$ cat src/rtl/imem_pkg.sv
// Shared constants, FSM states and grant encoding for the instruction-RAM arbiter.
package imem_pkg;

    localparam int IDX_W  = 14;
    localparam int DATA_W = 32;

    typedef enum logic [1:0] {
        IDLE = 2'd0,
        RD   = 2'd1,
        RSP  = 2'd2
    } state_t;

    typedef enum logic [1:0] {
        GNT_NONE  = 2'd0,
        GNT_FETCH = 2'd1,
        GNT_LOAD  = 2'd2
    } gnt_t;

endpackage

$ cat src/rtl/imem_arbiter_if.sv
// Fetch, loader and RAM-side signals of the instruction-RAM arbiter.
// The arbiter uses the slave modport; the surrounding system uses master.
interface imem_arbiter_if;
    import imem_pkg::*;

    logic              f_req_valid;
    logic              f_req_ready;
    logic [31:0]       f_req_addr;
    logic              f_rsp_valid;
    logic              f_rsp_ready;
    logic [DATA_W-1:0] f_rsp_data;
    logic              f_rsp_err;
    logic              l_req_valid;
    logic              l_req_ready;
    logic [31:0]       l_req_addr;
    logic [DATA_W-1:0] l_req_data;
    logic              l_wr_ack;
    logic              mem_en;
    logic              mem_we;
    logic [IDX_W-1:0]  mem_idx;
    logic [DATA_W-1:0] mem_wdata;
    logic [DATA_W-1:0] mem_rdata;

    modport slave (
        input  f_req_valid, f_req_addr, f_rsp_ready,
        input  l_req_valid, l_req_addr, l_req_data,
        input  mem_rdata,
        output f_req_ready, f_rsp_valid, f_rsp_data, f_rsp_err,
        output l_req_ready, l_wr_ack,
        output mem_en, mem_we, mem_idx, mem_wdata
    );

    modport master (
        output f_req_valid, f_req_addr, f_rsp_ready,
        output l_req_valid, l_req_addr, l_req_data,
        output mem_rdata,
        input  f_req_ready, f_rsp_valid, f_rsp_data, f_rsp_err,
        input  l_req_ready, l_wr_ack,
        input  mem_en, mem_we, mem_idx, mem_wdata
    );

endinterface

$ cat src/rtl/imem_arb_sel.sv
// Requester selector: loader has strict priority; with IMEM_ARB_AGE_EN defined,
// fetch wins once STARVE_MAX consecutive loader grants were made while it waited.
module imem_arb_sel
    import imem_pkg::*;
#(
    parameter int STARVE_MAX = 4
) (
    input  logic clk,
    input  logic rst_n,
    input  logic idle,
    input  logic f_req_valid,
    input  logic l_req_valid,
    output gnt_t gnt
);

`ifdef IMEM_ARB_AGE_EN
    localparam int CNT_W = $clog2(STARVE_MAX + 1);

    logic [CNT_W-1:0] starve_cnt_r;
    logic             age_win_s;

    assign age_win_s = f_req_valid && (starve_cnt_r == CNT_W'(STARVE_MAX));

    // Saturating count of loader grants taken while fetch was waiting.
    always_ff @(posedge clk) begin
        if (!rst_n) begin
            starve_cnt_r <= {CNT_W{1'b0}};
        end else if (gnt == GNT_FETCH) begin
            starve_cnt_r <= {CNT_W{1'b0}};
        end else if ((gnt == GNT_LOAD) && f_req_valid && !age_win_s
                     && (starve_cnt_r != CNT_W'(STARVE_MAX))) begin
            starve_cnt_r <= starve_cnt_r + {{(CNT_W-1){1'b0}}, 1'b1};
        end else begin
            starve_cnt_r <= starve_cnt_r;
        end
    end
`else
    localparam int UNUSED_STARVE_MAX = STARVE_MAX;

    logic age_win_s;
    logic unused_sel_bits_s;

    assign age_win_s         = 1'b0;
    assign unused_sel_bits_s = clk ^ rst_n;
`endif

    // Grant only in IDLE; an aged fetch overrides the loader.
    always_comb begin
        gnt = GNT_NONE;
        if (!idle) begin
            gnt = GNT_NONE;
        end else if (age_win_s) begin
            gnt = GNT_FETCH;
        end else if (l_req_valid) begin
            gnt = GNT_LOAD;
        end else if (f_req_valid) begin
            gnt = GNT_FETCH;
        end else begin
            gnt = GNT_NONE;
        end
    end

endmodule

$ cat src/rtl/imem_arbiter.sv
// Arbiter/sequencer sharing the single-port 16K x 32 instruction RAM between fetch
// and the program loader. Optional fetch starvation protection: IMEM_ARB_AGE_EN.
module imem_arbiter
    import imem_pkg::*;
#(
    parameter int IDX_W      = imem_pkg::IDX_W,
    parameter int DATA_W     = imem_pkg::DATA_W,
    parameter int STARVE_MAX = 4
) (
    input  logic           clk,
    input  logic           rst_n,
    imem_arbiter_if.slave  bus
);

    state_t            state_r;
    logic              rsp_valid_r;
    logic              rsp_err_r;
    logic [DATA_W-1:0] rsp_data_r;
    logic              wr_ack_r;

    gnt_t              gnt_s;
    logic              idle_s;
    logic              f_aligned_s;
    logic              mem_en_s;
    logic              mem_we_s;
    logic [IDX_W-1:0]  mem_idx_s;
    logic [DATA_W-1:0] mem_wdata_s;
    logic              unused_addr_bits_s;

    // Gating with rst_n keeps both ready outputs and the RAM strobe low during reset.
    assign idle_s      = rst_n && (state_r == IDLE);
    assign f_aligned_s = (bus.f_req_addr[1:0] == 2'b00);

    imem_arb_sel #(
        .STARVE_MAX (STARVE_MAX)
    ) u_sel (
        .clk         (clk),
        .rst_n       (rst_n),
        .idle        (idle_s),
        .f_req_valid (bus.f_req_valid),
        .l_req_valid (bus.l_req_valid),
        .gnt         (gnt_s)
    );

    // RAM strobes follow the grant in the same cycle; idle bus is all zeros.
    always_comb begin
        mem_en_s    = 1'b0;
        mem_we_s    = 1'b0;
        mem_idx_s   = {IDX_W{1'b0}};
        mem_wdata_s = {DATA_W{1'b0}};
        case (gnt_s)
            GNT_LOAD: begin
                mem_en_s    = 1'b1;
                mem_we_s    = 1'b1;
                mem_idx_s   = bus.l_req_addr[IDX_W+1:2];
                mem_wdata_s = bus.l_req_data;
            end
            GNT_FETCH: begin
                if (f_aligned_s) begin
                    mem_en_s  = 1'b1;
                    mem_idx_s = bus.f_req_addr[IDX_W+1:2];
                end else begin
                    mem_en_s  = 1'b0;
                end
            end
            default: begin
                mem_en_s = 1'b0;
            end
        endcase
    end

    // Sequencer FSM with the held fetch response and the write acknowledge pulse.
    always_ff @(posedge clk) begin
        if (!rst_n) begin
            state_r     <= IDLE;
            rsp_valid_r <= 1'b0;
            rsp_err_r   <= 1'b0;
            rsp_data_r  <= {DATA_W{1'b0}};
            wr_ack_r    <= 1'b0;
        end else begin
            wr_ack_r <= (gnt_s == GNT_LOAD);
            case (state_r)
                IDLE: begin
                    if (gnt_s == GNT_FETCH) begin
                        if (f_aligned_s) begin
                            state_r <= RD;
                        end else begin
                            state_r     <= RSP;
                            rsp_valid_r <= 1'b1;
                            rsp_err_r   <= 1'b1;
                            rsp_data_r  <= {DATA_W{1'b0}};
                        end
                    end else begin
                        state_r <= IDLE;
                    end
                end
                RD: begin
                    rsp_data_r  <= bus.mem_rdata;
                    rsp_err_r   <= 1'b0;
                    rsp_valid_r <= 1'b1;
                    state_r     <= RSP;
                end
                RSP: begin
                    if (bus.f_rsp_ready) begin
                        rsp_valid_r <= 1'b0;
                        state_r     <= IDLE;
                    end else begin
                        state_r <= RSP;
                    end
                end
                default: begin
                    rsp_valid_r <= 1'b0;
                    state_r     <= IDLE;
                end
            endcase
        end
    end

    assign bus.f_req_ready = (gnt_s == GNT_FETCH);
    assign bus.l_req_ready = (gnt_s == GNT_LOAD);
    assign bus.f_rsp_valid = rsp_valid_r;
    assign bus.f_rsp_data  = rsp_data_r;
    assign bus.f_rsp_err   = rsp_err_r;
    assign bus.l_wr_ack    = wr_ack_r;
    assign bus.mem_en      = mem_en_s;
    assign bus.mem_we      = mem_we_s;
    assign bus.mem_idx     = mem_idx_s;
    assign bus.mem_wdata   = mem_wdata_s;

    // Address bits outside the 64 KB window (and loader byte offset) are don't-care.
    assign unused_addr_bits_s = ^{bus.f_req_addr[31:16], bus.l_req_addr[31:16],
                                  bus.l_req_addr[1:0]};

endmodule

$ cat src/flat_wrapper.sv
// flat-port wrapper written by rule: the top's interface ports become plain ports
module imem_arbiter_flat import imem_pkg::*;
#(
    parameter int IDX_W      = imem_pkg::IDX_W,
    parameter int DATA_W     = imem_pkg::DATA_W,
    parameter int STARVE_MAX = 4
)
  (clk, rst_n, bus_f_req_valid, bus_f_req_addr, bus_f_rsp_ready, bus_l_req_valid, bus_l_req_addr, bus_l_req_data, bus_mem_rdata, bus_f_req_ready, bus_f_rsp_valid, bus_f_rsp_data, bus_f_rsp_err, bus_l_req_ready, bus_l_wr_ack, bus_mem_en, bus_mem_we, bus_mem_idx, bus_mem_wdata);
  imem_arbiter_if bus_i ();
  input  logic clk;
  input  logic rst_n;
  input wire logic [$bits(bus_i.f_req_valid)-1:0] bus_f_req_valid;
  input wire logic [$bits(bus_i.f_req_addr)-1:0] bus_f_req_addr;
  input wire logic [$bits(bus_i.f_rsp_ready)-1:0] bus_f_rsp_ready;
  input wire logic [$bits(bus_i.l_req_valid)-1:0] bus_l_req_valid;
  input wire logic [$bits(bus_i.l_req_addr)-1:0] bus_l_req_addr;
  input wire logic [$bits(bus_i.l_req_data)-1:0] bus_l_req_data;
  input wire logic [$bits(bus_i.mem_rdata)-1:0] bus_mem_rdata;
  output wire logic [$bits(bus_i.f_req_ready)-1:0] bus_f_req_ready;
  output wire logic [$bits(bus_i.f_rsp_valid)-1:0] bus_f_rsp_valid;
  output wire logic [$bits(bus_i.f_rsp_data)-1:0] bus_f_rsp_data;
  output wire logic [$bits(bus_i.f_rsp_err)-1:0] bus_f_rsp_err;
  output wire logic [$bits(bus_i.l_req_ready)-1:0] bus_l_req_ready;
  output wire logic [$bits(bus_i.l_wr_ack)-1:0] bus_l_wr_ack;
  output wire logic [$bits(bus_i.mem_en)-1:0] bus_mem_en;
  output wire logic [$bits(bus_i.mem_we)-1:0] bus_mem_we;
  output wire logic [$bits(bus_i.mem_idx)-1:0] bus_mem_idx;
  output wire logic [$bits(bus_i.mem_wdata)-1:0] bus_mem_wdata;
  assign bus_i.f_req_valid = bus_f_req_valid;
  assign bus_i.f_req_addr = bus_f_req_addr;
  assign bus_i.f_rsp_ready = bus_f_rsp_ready;
  assign bus_i.l_req_valid = bus_l_req_valid;
  assign bus_i.l_req_addr = bus_l_req_addr;
  assign bus_i.l_req_data = bus_l_req_data;
  assign bus_i.mem_rdata = bus_mem_rdata;
  assign bus_f_req_ready = bus_i.f_req_ready;
  assign bus_f_rsp_valid = bus_i.f_rsp_valid;
  assign bus_f_rsp_data = bus_i.f_rsp_data;
  assign bus_f_rsp_err = bus_i.f_rsp_err;
  assign bus_l_req_ready = bus_i.l_req_ready;
  assign bus_l_wr_ack = bus_i.l_wr_ack;
  assign bus_mem_en = bus_i.mem_en;
  assign bus_mem_we = bus_i.mem_we;
  assign bus_mem_idx = bus_i.mem_idx;
  assign bus_mem_wdata = bus_i.mem_wdata;
  imem_arbiter #(.IDX_W(IDX_W), .DATA_W(DATA_W), .STARVE_MAX(STARVE_MAX)) u_core (.clk(clk), .rst_n(rst_n), .bus(bus_i));
endmodule
$ cat config.mk
export PLATFORM = sky130hd
export DESIGN_NAME = imem_arbiter_flat
export DESIGN_NICKNAME = d
export VERILOG_FILES = /design/src/rtl/imem_pkg.sv /design/src/rtl/imem_arbiter_if.sv /design/src/rtl/imem_arb_sel.sv /design/src/rtl/imem_arbiter.sv /design/src/flat_wrapper.sv
export SDC_FILE = /design/constraint.sdc
export NUM_CORES = 1
export LEC_CHECK = 0
export ABC_AREA = 1
export BUFFER_PORTS_ARGS = -buffer_cell sky130_fd_sc_hd__buf_2
export CAP_MARGIN = 15
export CORE_AREA = 3 3 83 85
export CTS_BUF_LIST = sky130_fd_sc_hd__clkbuf_2
export DETAILED_ROUTE_END_ITERATION = 6
export DIE_AREA = 0 0 86 88
export HOLD_SLACK_MARGIN = 0.12
export PLACE_DENSITY = 0.74
export SLEW_MARGIN = 25
export SYNTH_ARGS = -nofsm -noshare
export SYNTH_HDL_FRONTEND = slang
export SYNTH_SLANG_ARGS = --single-unit
$ cat constraint.sdc
create_clock -name clk -period 2.4 [get_ports clk]
set_input_delay 0 -clock clk [delete_from_list [all_inputs] [get_ports clk]]
set_output_delay 0 -clock clk [all_outputs]
set_load 0.03 [all_outputs]
# ---- Word-level counts from Yosys, hierarchy flattened
# Index checks and enable logic that the tools add are counted.
dict set report op_classes {
  eq_ne 7
  mux 21
  reduce_logical 6
}
# cell n
set ops {}
lappend ops {{$mux 32} 3}
lappend ops {{$pmux 32 s2} 1}
lappend ops {{$pmux 14 s2} 1}
lappend ops {{$mux 14} 1}
lappend ops {{$mux 2} 5}
lappend ops {{$mux 1} 6}
lappend ops {{$ne 2x2->1 const B} 3}
lappend ops {{$pmux 2 s3} 1}
lappend ops {{$reduce_and 3->1} 2}
lappend ops {{$eq 2x1->1 const B} 2}
lappend ops {{$eq 2x2->1 const B} 2}
lappend ops {{$logic_not 2->1} 2}
lappend ops {{$pmux 1 s2} 2}
lappend ops {{$pmux 1 s3} 1}
lappend ops {{$reduce_bool 2->1} 1}
lappend ops {{$logic_and 1x1->1} 1}
dict set report totals {
  register_bits 37
  inputBits 133
  output_inout_bits 85
  elab_cells 39
}

# ---- Logic depth before layout (Yosys ltp)
# Gate-level depths: netlist (run 1).
dict set report logic_depth {
  word_depth 6
  depth_mapped 13
  depth_no_buf 11
}

# ---- Hierarchy
# Synthesis (run 1) repeated with hierarchy kept, for this count alone.
dict set report unflattened {
  hier_cells 297
  hier_area_um2 1889.3
}
# mod n_inst cells_each area_each_um2
set modules_own_cells {}
lappend modules_own_cells {imem_arbiter 1 293 1871.8}
lappend modules_own_cells {imem_arb_sel 1 4 17.5}

# ---- Worst setup path before layout (run 1)
# No wires, ideal clock.
dict set report synth_path {
  kind {reg-to-output}
  start {register u_core.state_r[0]}
  end {output bus_mem_idx[10]}
  arrival_time_ps 2028
  required_ps 2400
  path_slack_ps 372
  stages_incl_launch_ff 11
  path_buffers 2
  cell_sequence {dfxtp_1 nor2_4 nand2_1 inv_1 nand3_1 inv_1 ha_1 buf_4 buf_2 nand3_1 a21oi_1}
}
dict set report synth_via {
  elab_chain_len 5
  elab_cells_between_ends 6
}
# element line
set synth_lines {}
lappend synth_lines {{start, declared} imem_arbiter.sv:15} ;# state_t state_r;
lappend synth_lines {{start signal, assigned} imem_arbiter.sv:75} ;# state_r <= IDLE;
lappend synth_lines {{start signal, assigned} imem_arbiter.sv:86} ;# state_r <= RD;
lappend synth_lines {{start signal, assigned} imem_arbiter.sv:88} ;# state_r <= RSP;
lappend synth_lines {{$logic_not 2->1} imem_arbiter.sv:31} ;# assign idle_s = rst_n && (state_r == IDLE);
lappend synth_lines {{$logic_and 1x1->1} imem_arbiter.sv:31}
lappend synth_lines {{$mux 2} imem_arb_sel.sv:50} ;# if (!idle) begin
lappend synth_lines {{$eq 2x1->1} --}
lappend synth_lines {{via bus_f_req_ready} flat_wrapper.sv:19} ;# output wire logic [$bits(bus_i.f_req_ready)-1:0] bus_f_req_ready;
lappend synth_lines {{$pmux 14 s2} imem_arbiter.sv:51} ;# case (gnt_s)
lappend synth_lines {{end, declared} flat_wrapper.sv:27} ;# output wire logic [$bits(bus_i.mem_idx)-1:0] bus_mem_idx;
# The timed path passes the listed nets, and every way through them passes these cells.

# ---- Final worst setup path (run 1)
dict set report layout_path {
  start {register u_core.state_r[0]}
  end {output bus_mem_idx[8]}
}
dict set report layout_via {
  elab_chain_len 5
  elab_cells_between_ends 6
}
# element line
set layout_lines {}
lappend layout_lines {{$logic_not 2->1 (*)} imem_arbiter.sv:31}
lappend layout_lines {{$logic_and 1x1->1 (*)} imem_arbiter.sv:31}
lappend layout_lines {{$mux 2 (*)} imem_arb_sel.sv:50}
lappend layout_lines {{$eq 2x1->1 / $eq 2x2->1 (equally long branches)} imem_arbiter.sv:51}
lappend layout_lines {{$pmux 14 s2 (*)} imem_arbiter.sv:51}
# Every way passes the cells marked *; elsewhere a longest branch is shown, timed or not.

==> results of run 1 <==
-- worst paths after layout --
kind | start | to
worst min-delay path | bus_f_req_valid | u_core.bus.f_rsp_err
worst max-delay path | u_core.state_r[0] | bus_mem_idx[8]
worst max register to register | u_core.state_r[0] | u_core.bus.f_rsp_data[29]
worst min register to register | u_core.bus.f_rsp_data[0] | u_core.bus.f_rsp_data[0]
-- registers in the layout, indices dropped and copies added, names as in the netlist --
register and count:
u_core.bus.f_rsp_data 32, u_core.state_r 2, u_core.bus.f_rsp_err 1, u_core.bus.f_rsp_valid 1
u_core.bus.l_wr_ack 1
-- stage by stage --
| step | power [mW] | hold slack, ns | cell area (um2) | std cells | util |
|---|---|---|---|---|---|
| 3_5_place_dp | 0.974 | 0.223 | 2870 | 538 | 0.457 |
| 4_1_cts | 1.30 | 0.277 | 3270 | 582 | 0.521 |
| 3_3_place_gp | 0.971 | 0.226 | 2870 | 538 | 0.457 |
| 6_report | 1.28 | 0.292 | 3280 | 582 | 0.522 |
| 5_1_grt | 1.36 | 0.276 | 3280 | 582 | 0.522 |
| 2_1_floorplan | 0.848 | 0.0976 | 1950 | 294 | - |
-- metal layers --
layer  GRT usage  vias to the layer above
met2       0.321                      130
met5           0                        -
met3      0.0405                       10
met1       0.200                     1113
li1            -                     1313
met4      0.0647                        0
-- cells in the mapped netlist --
cell / n / area, um2
sky130_fd_sc_hd__a21oi_1: 41 / 205
sky130_fd_sc_hd__a21oi_2: 9 / 78.8
sky130_fd_sc_hd__buf_2: 5 / 25.0
sky130_fd_sc_hd__buf_4: 5 / 37.5
sky130_fd_sc_hd__buf_8: 3 / 45.0
sky130_fd_sc_hd__clkbuf_1: 6 / 22.5
sky130_fd_sc_hd__clkinv_1: 1 / 3.75
sky130_fd_sc_hd__dfxtp_1: 37 / 741
sky130_fd_sc_hd__ha_1: 2 / 25.0
sky130_fd_sc_hd__inv_1: 43 / 161
sky130_fd_sc_hd__nand2_1: 109 / 409
sky130_fd_sc_hd__nand2_2: 10 / 62.6
sky130_fd_sc_hd__nand3_1: 17 / 85.1
sky130_fd_sc_hd__nand3_4: 1 / 17.5
sky130_fd_sc_hd__nor2_1: 3 / 11.3
sky130_fd_sc_hd__nor2_4: 2 / 22.5
-- final cells by class --
class | instances | area share
clock buffer | 5 | 0.00764
sequential | 37 | 0.226
tap | 77 | 0.0294
multi-input combinational | 194 | 0.281
timing repair buffer | 222 | 0.400
clock inverter | 3 | 0.00535
inverter | 44 | 0.0504
-- worst reg2reg max path, cell delays in order, from the launching register on --
cell	delay, ns
sky130_fd_sc_hd__dfxtp_1	0.39
sky130_fd_sc_hd__nor2_4	0.16
sky130_fd_sc_hd__nand2_1	0.10
sky130_fd_sc_hd__inv_1	0.06
sky130_fd_sc_hd__nand3_1	0.08
sky130_fd_sc_hd__inv_1	0.08
sky130_fd_sc_hd__ha_2	0.17
sky130_fd_sc_hd__inv_1	0.06
sky130_fd_sc_hd__nand2_2	0.09
sky130_fd_sc_hd__nand3_4	0.35
sky130_fd_sc_hd__nand2_1	0.19
sky130_fd_sc_hd__a21oi_1	0.09
-- cell families (layout without fill, tap and decap cells) --
kind of cell,count (synthesis),in the layout
AND/OR/NAND/NOR,142,142
buffers and inverters,63,274
adder cells (fa/ha/maj),2,2
flip-flops,37,37
AO/OA/AOI/OAI,50,50
-- report_power, final --
part	switching, mW	total [mW]	internal [mW]
logic	0.225	0.381	0.156
registers	0.00452	0.627	0.623
clock network	0.207	0.276	0.0682
total	0.437	1.28	0.847
-- what timing repair did --
action,CTS,global route
resized for setup,0,1
endpoints found under the setup margin,0,1
hold buffers,36,0
setup buffers,0,0
hold endpoints to repair,37,0
==> impl_results.rst, run 1 <==
.. list-table::
   :header-rows: 1

   * - Metric
     - Value
   * - Dominant combinational cell family by area after synthesis
     - simple AND/OR/NAND/NOR gates
   * - Leakage power total
     - between 1.5 and 2 nW
   * - Post-Route M1 WL
     - roughly 2700 um
   * - CTS Buf Count
     - 5
   * - Final Max Tran Viols
     - 0
   * - Number of antenna-violating nets in the routed design
     - 0
   * - Highest routing layer actually used
     - met4
   * - WP data required
     - 2.40 ns
   * - Vias
     - roughly 2600
   * - Share of the clock period used by the worst path
     - 0.892
   * - Floorplan core area
     - approximately 6300 um2
   * - Starting density of the core
     - 0.311
   * - Share of final-layout standard cells stronger than drive strength 1
     - 0.432
   * - Synthesized flop and latch total
     - 37
   * - Average detailed-routed wire length per instance
     - 12.0 um
   * - Number of remaining DRC errors
     - 0
   * - Net count, final
     - ~640
   * - Placer congestion estimate
     - approximately 0.77
   * - Transition time of the tightest slew-check pin
     - 0.665 ns
   * - Fraction of the mapped netlist area in compound gates
     - 0.145
   * - Mux cell area share after synthesis
     - 0
   * - Startpoint types
     - flop
   * - Reg2Reg Depth
     - 11
   * - First-pass GRT wire length
     - 10700 um
   * - Maximum number of pins on one net before global-route repair
     - 51
   * - Leading cell types in the layout, fill and taps excluded
     - sky130_fd_sc_hd__buf_2, sky130_fd_sc_hd__nand2_1, sky130_fd_sc_hd__inv_1, sky130_fd_sc_hd__a21oi_1, sky130_fd_sc_hd__dfxtp_1
   * - Hpwl dp
     - 4840 um
   * - Synthesized netlist net count
     - 429
   * - YS warnings
     - 0
   * - Setup repair after global routing missed its margin
     - no
   * - Synth unique cells
     - 16
   * - Peak per-stage delay on the critical path
     - 0.39 ns
   * - Cell type of the slowest stage on the worst timing path
     - sky130_fd_sc_hd__dfxtp_1
   * - Avg Vias per Cell
     - 4.41
   * - Library cell used as clock root buffer
     - sky130_fd_sc_hd__clkbuf_2
   * - Synthesized area per cell
     - 6.64 um2
   * - Minimum setup slack after placement
     - 0.494 ns
   * - Die extent in x
     - 86 um
   * - Simple-gate share of the synthesized area
     - 0.311
   * - Final number of setup-violating endpoints
     - 0
   * - Site row count
     - 29
   * - Router iterations before antenna repair
     - 4
   * - Chip height
     - 88 um
   * - Via count of the first global-routing pass
     - 2364
   * - Number of stages on the worst setup path
     - 10
   * - Remaining global-route overflow
     - 0
   * - Maximum clock frequency
     - 467 MHz
   * - Total GRT Usage
     - 0.176
   * - Min Tclk post-route
     - 2.14 ns
   * - Num Clock Sinks
     - 37
   * - Area share of xor/xnor cells in the synthesized design
     - 0
   * - Sum of routed wire length over all layers
     - 6970 um
   * - Worst voltage drop across the vdd grid
     - 0.000255 V
   * - Most frequent standard cell in the layout excluding fill and tap cells
     - sky130_fd_sc_hd__buf_2
   * - ANT cells
     - 0
   * - Critical Path, Cell by Cell
     - nor2_4, nand2_1, inv_1, nand3_1, inv_1, ha_2, buf_4, nand3_1, a21oi_1, buf_2
   * - Hold depth
     - 8
   * - Number of port buffers
     - about 180
   * - Synthesis-to-layout area growth
     - 67.7%
   * - Post-route worst setup slack
     - 0.259 ns
   * - Final total negative setup slack
     - 0 ns
   * - Count of fill cells added during filler insertion
     - 610
   * - Clk_lat worst skew
     - around 0.37 ns
   * - Post-Syn Instances
     - ~290
   * - Detailed route wirelength on metal2
     - 3570 um
   * - I/O pins
     - 218
   * - Initial antenna violation count
     - 0
   * - Crit end category
     - primary output
   * - Reg area
     - 741 um2
   * - Kind of critical path
     - reg2out
   * - Clock input transition at the sequential cells of the worst setup and hold paths
     - 0.19 ns
   * - CTS tree
     - done
   * - Power per standard cell area
     - 392 nW/um2
   * - Kind of cell with the highest combined delay on the critical path
     - buffers and inverters
   * - Area taken by multi-input logic gates
     - 920 um2
   * - Wire length on met3
     - 635 um
   * - Die outline area
     - 7570 um2
   * - Max transition margin
     - 0.556
   * - Adder-cell area share of the yosys netlist
     - 0.0128
   * - H-tree level count
     - 2
   * - Seq/Total Area, Yosys
     - 0.379
   * - Post-synth design cell area
     - approximately 2000 um2
   * - Starting DRT DRC Count
     - 97
   * - Max-cap violations
     - 0
   * - Biggest fanout along the worst timing path
     - 16
   * - Maximum clock path buffer count
     - 2
   * - Outcome
     - finished clean
   * - Worst path buffer plus inverter count
     - 4
   * - Critical path data arrival time
     - 2.14 ns
   * - Worst clock skew
     - 0.00769 ns
   * - Worst reg2reg setup slack
     - 0.46 ns
   * - Class of the tightest hold or removal check
     - in2reg
   * - Final number of hold-violating endpoints
     - 0
No activity file was read; power rests on OpenSTA's default activity.
==> run 2: changes to the inputs <==
--- a/constraint.sdc
+++ b/constraint.sdc
@@ -3,2 +3,2 @@
 set_output_delay 0 -clock clk [all_outputs]
-set_load 0.03 [all_outputs]
+set_load 0.005 [all_outputs]
==> run 2 against run 1 <==
  * Clock power increased by 2%
  * Count of clock-buffer cells in the layout is the same
  * Die area did not move
  * Worst hold slack worse by 0.045 ns
  * Global-route usage rose by 0.24 points
  * Final cell count rose by 0.17%
  * Worst setup slack improved by 0.036 ns
  * Combinational power shrank 21%
  * Critical path type unchanged
  * Critical endpoint unchanged
==> impl_results.rst, run 2 (synthesized netlist as in run 1, its figures left out) <==
.. list-table::
   :header-rows: 1

   * - Metric
     - Value
   * - Max transition margin
     - 0.540
   * - Share of the clock period used by the worst path
     - 0.877
   * - CTS Buf Count
     - 5
   * - Via count of the first global-routing pass
     - 2397
   * - Chip height
     - 88 um
   * - Transition time of the tightest slew-check pin
     - 0.688 ns
   * - Hpwl dp
     - between 4000 and 5000 um
   * - Outcome
     - finished clean
   * - Net count, final
     - 640
   * - Num Clock Sinks
     - 37
   * - Share of final-layout standard cells stronger than drive strength 1
     - 0.429
   * - Number of antenna-violating nets in the routed design
     - 0
   * - Number of port buffers
     - about 180
   * - Synthesis-to-layout area growth
     - 67.3%
   * - Number of remaining DRC errors
     - 0
   * - ANT cells
     - 0
   * - Flip-flop count of the largest register after layout
     - 32
   * - Maximum clock path buffer count
     - 2
   * - Leakage power total
     - between 1.5 and 2 nW
   * - Final number of setup-violating endpoints
     - 0
   * - Worst voltage drop across the vdd grid
     - 0.000311 V
   * - Sequential share of power
     - 0.519
   * - Maximum clock frequency
     - 475 MHz
   * - Critical Path, Cell by Cell
     - nor2_4, nand2_1, nor2_1, ha_1, buf_4, nand2_1, a21oi_1, buf_2
   * - Starting density of the core
     - 0.311
   * - Clk_lat worst skew
     - 0.38 ns
   * - Crit end category
     - primary output
   * - Most used cell, CP
     - sky130_fd_sc_hd__nand2_1
   * - Maximum number of pins on one net before global-route repair
     - 44
   * - Worst reg2reg setup slack
     - 0.43 ns
   * - Power per standard cell area
     - 370 nW/um2
   * - Max-cap violations
     - 0
   * - WP data required
     - between 2 and 2.5 ns
   * - Setup repair after global routing missed its margin
     - no
   * - Min Tclk post-route
     - 2.10 ns
   * - Cell type of the slowest stage on the worst timing path
     - sky130_fd_sc_hd__dfxtp_1
   * - Internal power summed over all cells
     - roughly 0.84 mW
   * - Number of cells in the finished layout apart from fillers
     - 583
   * - Starting DRT DRC Count
     - 71
   * - Die outline area
     - 7570 um2
   * - Post-route worst setup slack
     - 0.295 ns
   * - Placer congestion estimate
     - just under 0.8
   * - Kind of critical path
     - reg2out
   * - Switching Fraction
     - 0.302
   * - Worst min-delay path startpoint
     - bus_l_req_data[23]
   * - Worst clock skew
     - between 0.01 and 0.015 ns
   * - Most frequent standard cell in the layout excluding fill and tap cells
     - sky130_fd_sc_hd__buf_2
   * - Hold depth
     - 4
   * - Number of buffers inserted by post-CTS setup repair
     - 0
   * - Critical path data arrival time
     - 2.10 ns
   * - I/O pins
     - 218
   * - Library cell used as clock root buffer
     - sky130_fd_sc_hd__clkbuf_2
   * - Site row count
     - 29
   * - Start point of the critical path
     - u_core.state_r[0]
   * - Net Switching
     - 0.365 mW
   * - Peak per-stage delay on the critical path
     - 0.39 ns
   * - Count of hold-fix buffers inserted at cts
     - 36
   * - Worst Setup EP
     - bus_mem_idx[8]
   * - Clock input transition at the sequential cells of the worst setup and hold paths
     - 0.18 ns
   * - Worst hold slack after final layout
     - 0.248 ns
   * - Remaining global-route overflow
     - 0
   * - Vias
     - 2611
   * - Post-CTS Resized
     - 0
   * - Avg Vias per Cell
     - between 4 and 5
   * - Average detailed-routed wire length per instance
     - 12.2 um
   * - Post-Route Utilization
     - 0.521
   * - Total placed cells including tap cells
     - around 540
   * - Final Max Tran Viols
     - 0
   * - Worst path buffer plus inverter count
     - 2
   * - Startpoint types
     - flop
   * - Reg2Reg Depth
     - 11
   * - Final total negative setup slack
     - 0 ns
   * - Die extent in x
     - 86 um
   * - Class of the tightest hold or removal check
     - in2out
   * - Router iterations before antenna repair
     - 4
   * - Power share of the clock group
     - 0.232
   * - Minimum setup slack after placement
     - 0.435 ns
   * - Total GRT Usage
     - 0.179
   * - Combinational fraction of design power
     - 0.249
   * - Floorplan core area
     - 6280 um2
   * - Origin of the critical flop-to-flop path
     - u_core.state_r[0]
   * - R2r endpoint
     - u_core.bus.f_rsp_data[4]
   * - Kind of cell with the highest combined delay on the critical path
     - buffers and inverters
   * - Leading cell types in the layout, fill and taps excluded
     - sky130_fd_sc_hd__buf_2, sky130_fd_sc_hd__nand2_1, sky130_fd_sc_hd__inv_1, sky130_fd_sc_hd__a21oi_1, sky130_fd_sc_hd__dfxtp_1
   * - Biggest fanout along the worst timing path
     - 43
   * - H-tree level count
     - 2
   * - Final number of hold-violating endpoints
     - 0
   * - First-pass GRT wire length
     - 10800 um
   * - Sum of routed wire length over all layers
     - 7120 um
   * - Initial antenna violation count
     - 0
   * - Number of stages on the worst setup path
     - 8
   * - CTS tree
     - done
==> run 2: how the worst min path moves through the flow <==
| stage | to | slack [ns] |
|---|---|---|
| finish | bus_mem_wdata[23] | 0.25 |
| global route | bus_mem_wdata[6] | 0.26 |
| CTS | bus_mem_wdata[9] | 0.25 |
| detailed placement | u_core.bus.l_wr_ack | 0.22 |
| global placement | u_core.bus.l_wr_ack | 0.23 |
| floorplan | bus_mem_wdata[11] | 0.08 |
==> run 2: layout make-up <==
cell class | count | area [um2]
repair buffers | 223 | 1310
flip-flops and latches | 37 | 741
clock buffers | 5 | 25.0
multi-input cells | 194 | 917
well taps | 77 | 96.3
fillers | 602 | 3010
inverters | 44 | 165
clock inverters | 3 | 17.5
==> run 2: layer usage <==
layer  GRT usage  vias up  share of wire
met2       0.324      138           0.51
met1       0.188     1131           0.36
li1            -     1322              -
met4      0.0806        0          0.030
met3      0.0583       20           0.11
met5           0        -              0
==> run 2: through the flow <==
stage                     area (um2)  power, mW
after floorplan                 1950      0.770
after global routing            3270       1.28
after CTS                       3270       1.23
after detailed placement        2870      0.893
after global placement          2870      0.889
final                           3270       1.21
==> run 2: power groups by stage <==
| stage | sequential (mW) | clock (mW) | combinational, mW |
|---|---|---|---|
| floorplan | 0.640 | 0 | 0.130 |
| global placement | 0.640 | 0 | 0.250 |
| detailed placement | 0.640 | 0 | 0.254 |
| CTS | 0.628 | 0.299 | 0.300 |
| global route | 0.629 | 0.318 | 0.334 |
| finish | 0.627 | 0.281 | 0.301 |
==> run 2: worst register-to-register path: cells and delay by family, from the launching register on <==
kind	cells	cell delay (ns)
AND/OR/NAND/NOR	6	0.98
buffers and inverters	3	0.21
flip-flops	1	0.39
adder cells (fa/ha/maj)	1	0.18
AO/OA/AOI/OAI	1	0.09
